===== src/rtl/motion_pkg.sv =====
// motion_pkg: shared constants and types for the motion-detection display path.
//
// Contents:
//   IMAGE_W / IMAGE_H  visible frame size of the VGA adapter (320x240)
//   X_WIDTH / Y_WIDTH  coordinate widths on the plot port (9 / 8 bits)
//   BCNT_W             width of the per-grant burst counter
//   arb_state_t        plot_arbiter FSM states (ARB, BURST)
package motion_pkg;

    localparam int IMAGE_W = 320;
    localparam int IMAGE_H = 240;
    localparam int X_WIDTH = 9;
    localparam int Y_WIDTH = 8;
    localparam int BCNT_W  = 8;

    typedef enum logic {
        ARB   = 1'b0,
        BURST = 1'b1
    } arb_state_t;

endpackage


===== src/rtl/rr_picker.sv =====
// rr_picker: combinational round-robin select.
//
// Returns the first set request bit at or after the pointer, searching upward
// and wrapping past NUM_REQ-1 back to 0.
//
// Ports:
//   req_i     [NUM_REQ-1:0]  request vector
//   rr_ptr_i  [PTR_W-1:0]    search start index (0..NUM_REQ-1)
//   winner_o  [PTR_W-1:0]    index of the selected requester (0 when any_o=0)
//   any_o                    at least one request bit is set
module rr_picker
    import motion_pkg::*;
#(
    parameter int NUM_REQ = 3,
    parameter int PTR_W   = $clog2(NUM_REQ)
) (
    input  logic [NUM_REQ-1:0] req_i,
    input  logic [PTR_W-1:0]   rr_ptr_i,
    output logic [PTR_W-1:0]   winner_o,
    output logic               any_o
);

    logic [PTR_W-1:0] idx;

    // Walk the candidates from farthest to nearest so the nearest set bit
    // (smallest distance from the pointer) is the last one written.
    always_comb begin
        winner_o = '0;
        any_o    = 1'b0;
        idx      = '0;
        for (int k = NUM_REQ - 1; k >= 0; k--) begin
            idx = PTR_W'((int'(rr_ptr_i) + k) % NUM_REQ);
            if (req_i[idx]) begin
                winner_o = idx;
                any_o    = 1'b1;
            end
        end
    end

endmodule


===== src/rtl/plot_arbiter.sv =====
// plot_arbiter: shares the single plot port of the 320x240 VGA frame adapter
// between several pixel producers using round-robin, bounded-length bursts.
//
// Handshake: requester i holds req[i] high while it presents a pixel on its
// slice of px_x/px_y/px_colour (with last[i] marking the final pixel of its
// burst). A pixel is transferred on every clock edge where req[i] and gnt[i]
// are both high; the requester advances to its next pixel only after such an
// edge. gnt is registered, so a request seen in ARB is granted one cycle later
// and the first transfer happens on the following edge.
//
// Ports:
//   clock, resetn                 clock, asynchronous active-low reset
//   req, last      [NUM_REQ]      per-requester request / end-of-burst marker
//   px_x           [NUM_REQ*9]    packed x coordinates (slice i = requester i)
//   px_y           [NUM_REQ*8]    packed y coordinates
//   px_colour      [NUM_REQ*CB]   packed colours
//   gnt            [NUM_REQ]      registered one-hot (or zero) grant
//   vga_plot/x/y/colour           registered plot port to the VGA adapter
//   dbg_state_o                   FSM state (0 = ARB, 1 = BURST)
//   dbg_rr_ptr_o                  round-robin pointer
//   dbg_bcnt_o                    pixels accepted in the current/last burst
//
// Build option: define PLOT_ARBITER_CLIP_EN to drop off-screen pixels
// (x >= 320 or y >= 240). Dropped pixels are still consumed: they count toward
// the burst length and honour last, but produce no plot and leave the data
// registers unchanged.
module plot_arbiter
    import motion_pkg::*;
#(
    parameter int NUM_REQ     = 3,
    parameter int MAX_BURST   = 16,
    parameter int COLOUR_BITS = 1
) (
    input  logic                           clock,
    input  logic                           resetn,
    input  logic [NUM_REQ-1:0]             req,
    input  logic [NUM_REQ-1:0]             last,
    input  logic [NUM_REQ*X_WIDTH-1:0]     px_x,
    input  logic [NUM_REQ*Y_WIDTH-1:0]     px_y,
    input  logic [NUM_REQ*COLOUR_BITS-1:0] px_colour,
    output logic [NUM_REQ-1:0]             gnt,
    output logic                           vga_plot,
    output logic [X_WIDTH-1:0]             vga_x,
    output logic [Y_WIDTH-1:0]             vga_y,
    output logic [COLOUR_BITS-1:0]         vga_colour,
    output logic                           dbg_state_o,
    output logic [$clog2(NUM_REQ)-1:0]     dbg_rr_ptr_o,
    output logic [BCNT_W-1:0]              dbg_bcnt_o
);

    localparam int PTR_W = $clog2(NUM_REQ);

    arb_state_t               state_q, state_d;
    logic [PTR_W-1:0]         rr_ptr_q, rr_ptr_d;
    logic [PTR_W-1:0]         owner_q, owner_d;
    logic [BCNT_W-1:0]        bcnt_q, bcnt_d;
    logic [NUM_REQ-1:0]       gnt_q, gnt_d;
    logic                     plot_q, plot_d;
    logic [X_WIDTH-1:0]       x_q, x_d;
    logic [Y_WIDTH-1:0]       y_q, y_d;
    logic [COLOUR_BITS-1:0]   col_q, col_d;

    logic [PTR_W-1:0]         winner;
    logic                     any_req;
    logic [X_WIDTH-1:0]       sel_x;
    logic [Y_WIDTH-1:0]       sel_y;
    logic [COLOUR_BITS-1:0]   sel_c;
    logic                     accept;
    logic                     on_screen;
    logic [BCNT_W:0]          bcnt_inc;
    logic                     hit_max;
    logic [PTR_W-1:0]         next_ptr;

    rr_picker #(
        .NUM_REQ (NUM_REQ),
        .PTR_W   (PTR_W)
    ) u_rr_picker (
        .req_i    (req),
        .rr_ptr_i (rr_ptr_q),
        .winner_o (winner),
        .any_o    (any_req)
    );

    // Owner's presented pixel.
    assign sel_x = px_x[owner_q*X_WIDTH +: X_WIDTH];
    assign sel_y = px_y[owner_q*Y_WIDTH +: Y_WIDTH];
    assign sel_c = px_colour[owner_q*COLOUR_BITS +: COLOUR_BITS];

    assign accept = (state_q == BURST) && req[owner_q] && gnt_q[owner_q];

    // One extra bit so MAX_BURST=255 compares without wrapping.
    assign bcnt_inc = {1'b0, bcnt_q} + {{BCNT_W{1'b0}}, 1'b1};
    assign hit_max  = (bcnt_inc == (BCNT_W+1)'(MAX_BURST));

    assign next_ptr = (owner_q == PTR_W'(NUM_REQ - 1)) ? '0 : owner_q + PTR_W'(1);

`ifdef PLOT_ARBITER_CLIP_EN
    assign on_screen = (sel_x < X_WIDTH'(IMAGE_W)) && (sel_y < Y_WIDTH'(IMAGE_H));
`else
    assign on_screen = 1'b1;
`endif

    always_comb begin
        state_d  = state_q;
        rr_ptr_d = rr_ptr_q;
        owner_d  = owner_q;
        bcnt_d   = bcnt_q;
        gnt_d    = gnt_q;
        plot_d   = 1'b0;
        x_d      = x_q;
        y_d      = y_q;
        col_d    = col_q;

        case (state_q)
            ARB: begin
                if (any_req) begin
                    owner_d = winner;
                    gnt_d   = NUM_REQ'(1) << winner;
                    bcnt_d  = '0;
                    state_d = BURST;
                end
            end

            BURST: begin
                if (accept) begin
                    bcnt_d = bcnt_inc[BCNT_W-1:0];
                    if (on_screen) begin
                        plot_d = 1'b1;
                        x_d    = sel_x;
                        y_d    = sel_y;
                        col_d  = sel_c;
                    end
                    // last and the burst limit on the same pixel fold into
                    // one release because both feed the same branch.
                    if (last[owner_q] || hit_max) begin
                        gnt_d    = '0;
                        rr_ptr_d = next_ptr;
                        state_d  = ARB;
                    end
                end else begin
                    // Owner withdrew its request without marking last.
                    gnt_d    = '0;
                    rr_ptr_d = next_ptr;
                    state_d  = ARB;
                end
            end

            default: begin
                state_d = ARB;
                gnt_d   = '0;
            end
        endcase
    end

    always_ff @(posedge clock or negedge resetn) begin
        if (!resetn) begin
            state_q  <= ARB;
            rr_ptr_q <= '0;
            owner_q  <= '0;
            bcnt_q   <= '0;
            gnt_q    <= '0;
            plot_q   <= 1'b0;
            x_q      <= '0;
            y_q      <= '0;
            col_q    <= '0;
        end else begin
            state_q  <= state_d;
            rr_ptr_q <= rr_ptr_d;
            owner_q  <= owner_d;
            bcnt_q   <= bcnt_d;
            gnt_q    <= gnt_d;
            plot_q   <= plot_d;
            x_q      <= x_d;
            y_q      <= y_d;
            col_q    <= col_d;
        end
    end

    assign gnt          = gnt_q;
    assign vga_plot     = plot_q;
    assign vga_x        = x_q;
    assign vga_y        = y_q;
    assign vga_colour   = col_q;
    assign dbg_state_o  = state_q;
    assign dbg_rr_ptr_o = rr_ptr_q;
    assign dbg_bcnt_o   = bcnt_q;

endmodule


===== config.mk =====
export PLATFORM = sky130hd
export DESIGN_NAME = plot_arbiter
export DESIGN_NICKNAME = d
export VERILOG_FILES = /design/src/rtl/motion_pkg.sv /design/src/rtl/rr_picker.sv /design/src/rtl/plot_arbiter.sv
export SDC_FILE = /design/constraint.sdc
export NUM_CORES = 1
export LEC_CHECK = 0
export BUFFER_PORTS_ARGS = -buffer_cell sky130_fd_sc_hd__buf_4
export CORE_MARGIN = 5
export CORE_UTILIZATION = 48
export CTS_CLUSTER_DIAMETER = 30
export DETAILED_ROUTE_END_ITERATION = 10
export PLACE_DENSITY = 0.83
export SYNTH_ARGS = -nofsm -noshare
export SYNTH_HDL_FRONTEND = slang
export SYNTH_HIERARCHICAL = 1
export SYNTH_SLANG_ARGS = --single-unit

===== constraint.sdc =====
create_clock -name clock -period 2.5 [get_ports clock]
set_input_delay 0.5 -clock clock [delete_from_list [all_inputs] [get_ports clock]]
set_output_delay 0.5 -clock clock [all_outputs]
set_load 0.1 [all_outputs]

==> results by stage <==
Min path:
- The worst hold path belongs to the class primary input to async pin.

Route:
- The remaining design rule violation count is 0.
- The average wire length per cell after detail routing is approximately 15 µm.
- The detailed-route via count is 2143.
- The total iterations of the first detailed-routing run is 4.
- The detailed-route wire length is ~5.8 mm.
- The detail route stage leaves a number of antenna-violating nets equal to 0.
- The first routing iteration left between 90 and 100 violations.
- Dividing the detail-routed via count by the number of cells gives ~5.5.

Logic synthesis:
- After synthesis, the share of flip-flops with an asynchronous set or reset is 100%.
- Counting flops with a built-in enable in the synthesized netlist gives 0.
- When the netlist entered floorplanning its net count stood at 311.
- The most used flip-flop cell after synthesis is dfrtp_1.
- The sequential fraction of the synthesis area is between 30% and 40%.
- The number of warnings issued by yosys is 6.
- Synthesis instantiated 48 different standard cells from the library.
- The summed instance area of the synthesized netlist is about 2200 µm².
- The flop and latch count out of synthesis is 35.
- The mean instance size in the synthesized netlist is around 9.1 µm².
- In the synthesized netlist, the number of instances is 244.

Floorplanning:
- The area enclosed by the die boundary is ~6100 µm².
- The die is 78.2 µm wide.
- The die boundary height is approximately 80 µm.
- 95 I/O pins were placed.
- In this run the standard cell core region covers about 4400 µm².
- The floorplan has 24 rows.
- The initial core utilization is approximately 50%.

Power and ir drop:
- Power spread over the standard cell area amounts to approximately 1400 nW/µm².
- The worst-case IR drop observed on VDD is approximately 0.00086 V.
- The leakage power is around 0.0015 µW.

Clocking:
- TritonCTS created 5 clock buffers.
- Post-CTS timing repair inserted 0 buffers for setup.
- TritonCTS built the clock tree.
- Gates resized during post-CTS repair numbered 0.
- The longest clock path from root to sink contains 2 buffers.
- The post-cts hold buffer count is 0.
- The H-tree was split into 2 levels.
- The clock latency on the worst-skew pair is about 0.28 ns.
- The cell sitting at the root of the clock tree is a clkbuf_8.
- For this design, the sink count on the clock tree is 35.
- The clock slew seen by the registers of the worst setup and hold paths is 0.07 ns.

Global route:
- The total overflow left after global routing is 0.
- Entering global routing, the biggest net connects 36 pins.
- The initial antenna violation count is 0.
- In the global route stage, overall resource usage came out at about a fifth.
- The wire length of the first global-routing pass is 9.58 mm.
- The via count of the first global-routing pass is around 2.1k.

Finish:
- The fraction of layout cells with a size suffix above 1 is 37.1%.
- The antenna diode count is 0.
- The final design instance area without fill is about 3100 µm².
- Compared with the post-synthesis result, the final layout area differs by 38.6%.
- Leaving out fill and tap cells, the most frequent cells in the layout are 102 x buf_4, 31 x dfrtp_1, 26 x nand2_1.
- The final-stage net count is 406.
- The library cell used most frequently in the layout, excluding fill and tap cells, is buf_4.
- Fill cells in the final layout number roughly 400.
- For this run, the number of standard cells in the final layout without fillers is slightly below 400.

Timing:
- In the final timing run, aggregate negative setup slack is 0 ns.
- After layout, the minimum clock period comes to about 2.4 ns.
- The worst pin sits at a relative slew slack of between 60% and 70%.
- Setup violations remaining at the end of the flow were counted as 0.
- The post-layout worst setup margin is around 0.13 ns.
- The number of hold-slack violations in the final timing report came to 0.
- Setup repair after global routing left no endpoint under its margin.
- The transition at the pin with the smallest max-transition slack is 0.452 ns.
- The final count of pins violating max slew came to 0.
- The final clock period utilization by the worst path is a little over nine tenths.
- Across the routed clock network, the largest skew measured is 0.00523 ns.
- The fmax is 423 MHz.

Worst setup path:
- The reg-to-reg critical path startpoint is dbg_rr_ptr_o[0].
- Data on the critical path is required at its endpoint by around 2.7 ns.
- Of all nets on the critical path, the largest fanout is 7.
- The critical path is of the register to register type.
- The worst register-to-register path has a depth of 7.
- The capturing point of the worst reg2reg path is gnt[1].
- The worst setup path is launched from a register.
- For flop-to-flop paths, the worst setup slack is ~0.13 ns.
- In this run the worst setup path begins at dbg_rr_ptr_o[0].
- Following the worst setup path forward leads to its endpoint at gnt[1].
- STA puts the critical path data arrival time at 2.53 ns.
- STA classifies the critical path endpoint as a register.

Run:
- The number of violations of the max-capacitance limit is 0.

Placed design:
- The number of port buffers is between 90 and 100.
- The worst setup slack before clock tree synthesis is 0.153 ns.
- After detailed placement, the total cell area comes to between 3000 and 4000 µm².
- The wire-length estimate of the detail-placed layout is 4.52 mm.
- The number of placed cells counting well taps is about 380.
- The congestion estimate from routability-driven global placement came to ~0.86.

Status:
- The run finished with clean final reports.
[metal layers]
| layer | global-route usage, % | wire length [µm] |
|---|---|---|
| met2 | 34.0 | 2880 |
| met4 | 6.99 | 42 |
| met1 | 22.4 | 2300 |
| met3 | 6.98 | 531 |
| met5 | 0 | 0 |
[report_power, final]
part           switching, µW  total (µW)  internal, µW
registers                172         949           777
clock network            199         394           195
logic                   2160        3020           864
total                   2530        4370          1840
[critical path, stage by stage (launching register included)]
cell and delay [ns]:
dfrtp_4 0.51, ha_2 0.24, nor2b_1 0.16, o31a_1 0.29, a2111o_1 0.42, o21ai_1 0.16, o32ai_2 0.13, mux2_1 0.34
[sequential cells by signal (all words and copies together), names as in the netlist]
register	flops
vga_colour	1
vga_x	9
owner_q	2
dbg_bcnt_o	8
vga_plot	1
dbg_state_o	1
dbg_rr_ptr_o	2
vga_y	8
gnt	3
[area by class of cell]
class,instances,area (µm²),area share (%)
Clock inverter,1,5.00,0.162
Clock buffer,7,76.3,2.47
Multi-Input combinational cell,185,1250,40.6
Inverter,10,40.0,1.29
Sequential cell,35,886,28.6
Timing Repair Buffer,102,766,24.8
Tap cell,52,65.1,2.10
[worst min path at each step]
| stage | startpoint | slack [ns] | to |
|---|---|---|---|
| final | resetn | 0.16 | gnt[1] |
| after global routing | resetn | 0.19 | gnt[1] |
| after CTS | resetn | 0.17 | dbg_state_o |
| after detailed placement | resetn | 0.48 | gnt[1] |
| after global placement | vga_y[2] | 0.47 | vga_y[2] |
| after floorplan | resetn | 0.20 | dbg_bcnt_o[0] |
[metrics by stage]
stage	util, %	power [µW]	hold WS [ns]
final	69.6	4370	0.156
after global routing	69.6	4620	0.189
after CTS	69.6	4390	0.170
after detailed placement	67.8	3990	0.476
after global placement	67.8	3940	0.469
after floorplan	-	3330	0.204
[cell usage after synthesis (3+ instances only)]
cell | n | area, µm²
a21oi_1 | 19 | 95.1
a22o_1 | 4 | 35.0
and3_1 | 6 | 37.5
buf_2 | 5 | 25.0
clkbuf_1 | 5 | 18.8
dfrtp_1 | 35 | 876
ha_1 | 5 | 62.6
inv_1 | 8 | 30.0
mux2_1 | 5 | 56.3
mux2i_1 | 25 | 250
nand2_1 | 26 | 97.6
nand2b_1 | 3 | 18.8
nand3_1 | 4 | 20.0
nor2_1 | 24 | 90.1
nor2b_1 | 7 | 43.8
o21ai_0 | 3 | 15.0
o21ai_1 | 24 | 120
[logic make-up (layout without fill, tap and decap cells)]
group | after synthesis | after routing | synth area share (%)
AND/OR/NAND/NOR | 79 | 79 | 16.8
AO/OA/AOI/OAI | 70 | 70 | 21.8
flip-flops | 35 | 35 | 39.3
multiplexers | 31 | 31 | 14.2
buffers and inverters | 24 | 120 | 5.16
adder cells (fa/ha/maj) | 5 | 5 | 2.80
Note: power is estimated with default switching activity, not from simulation.
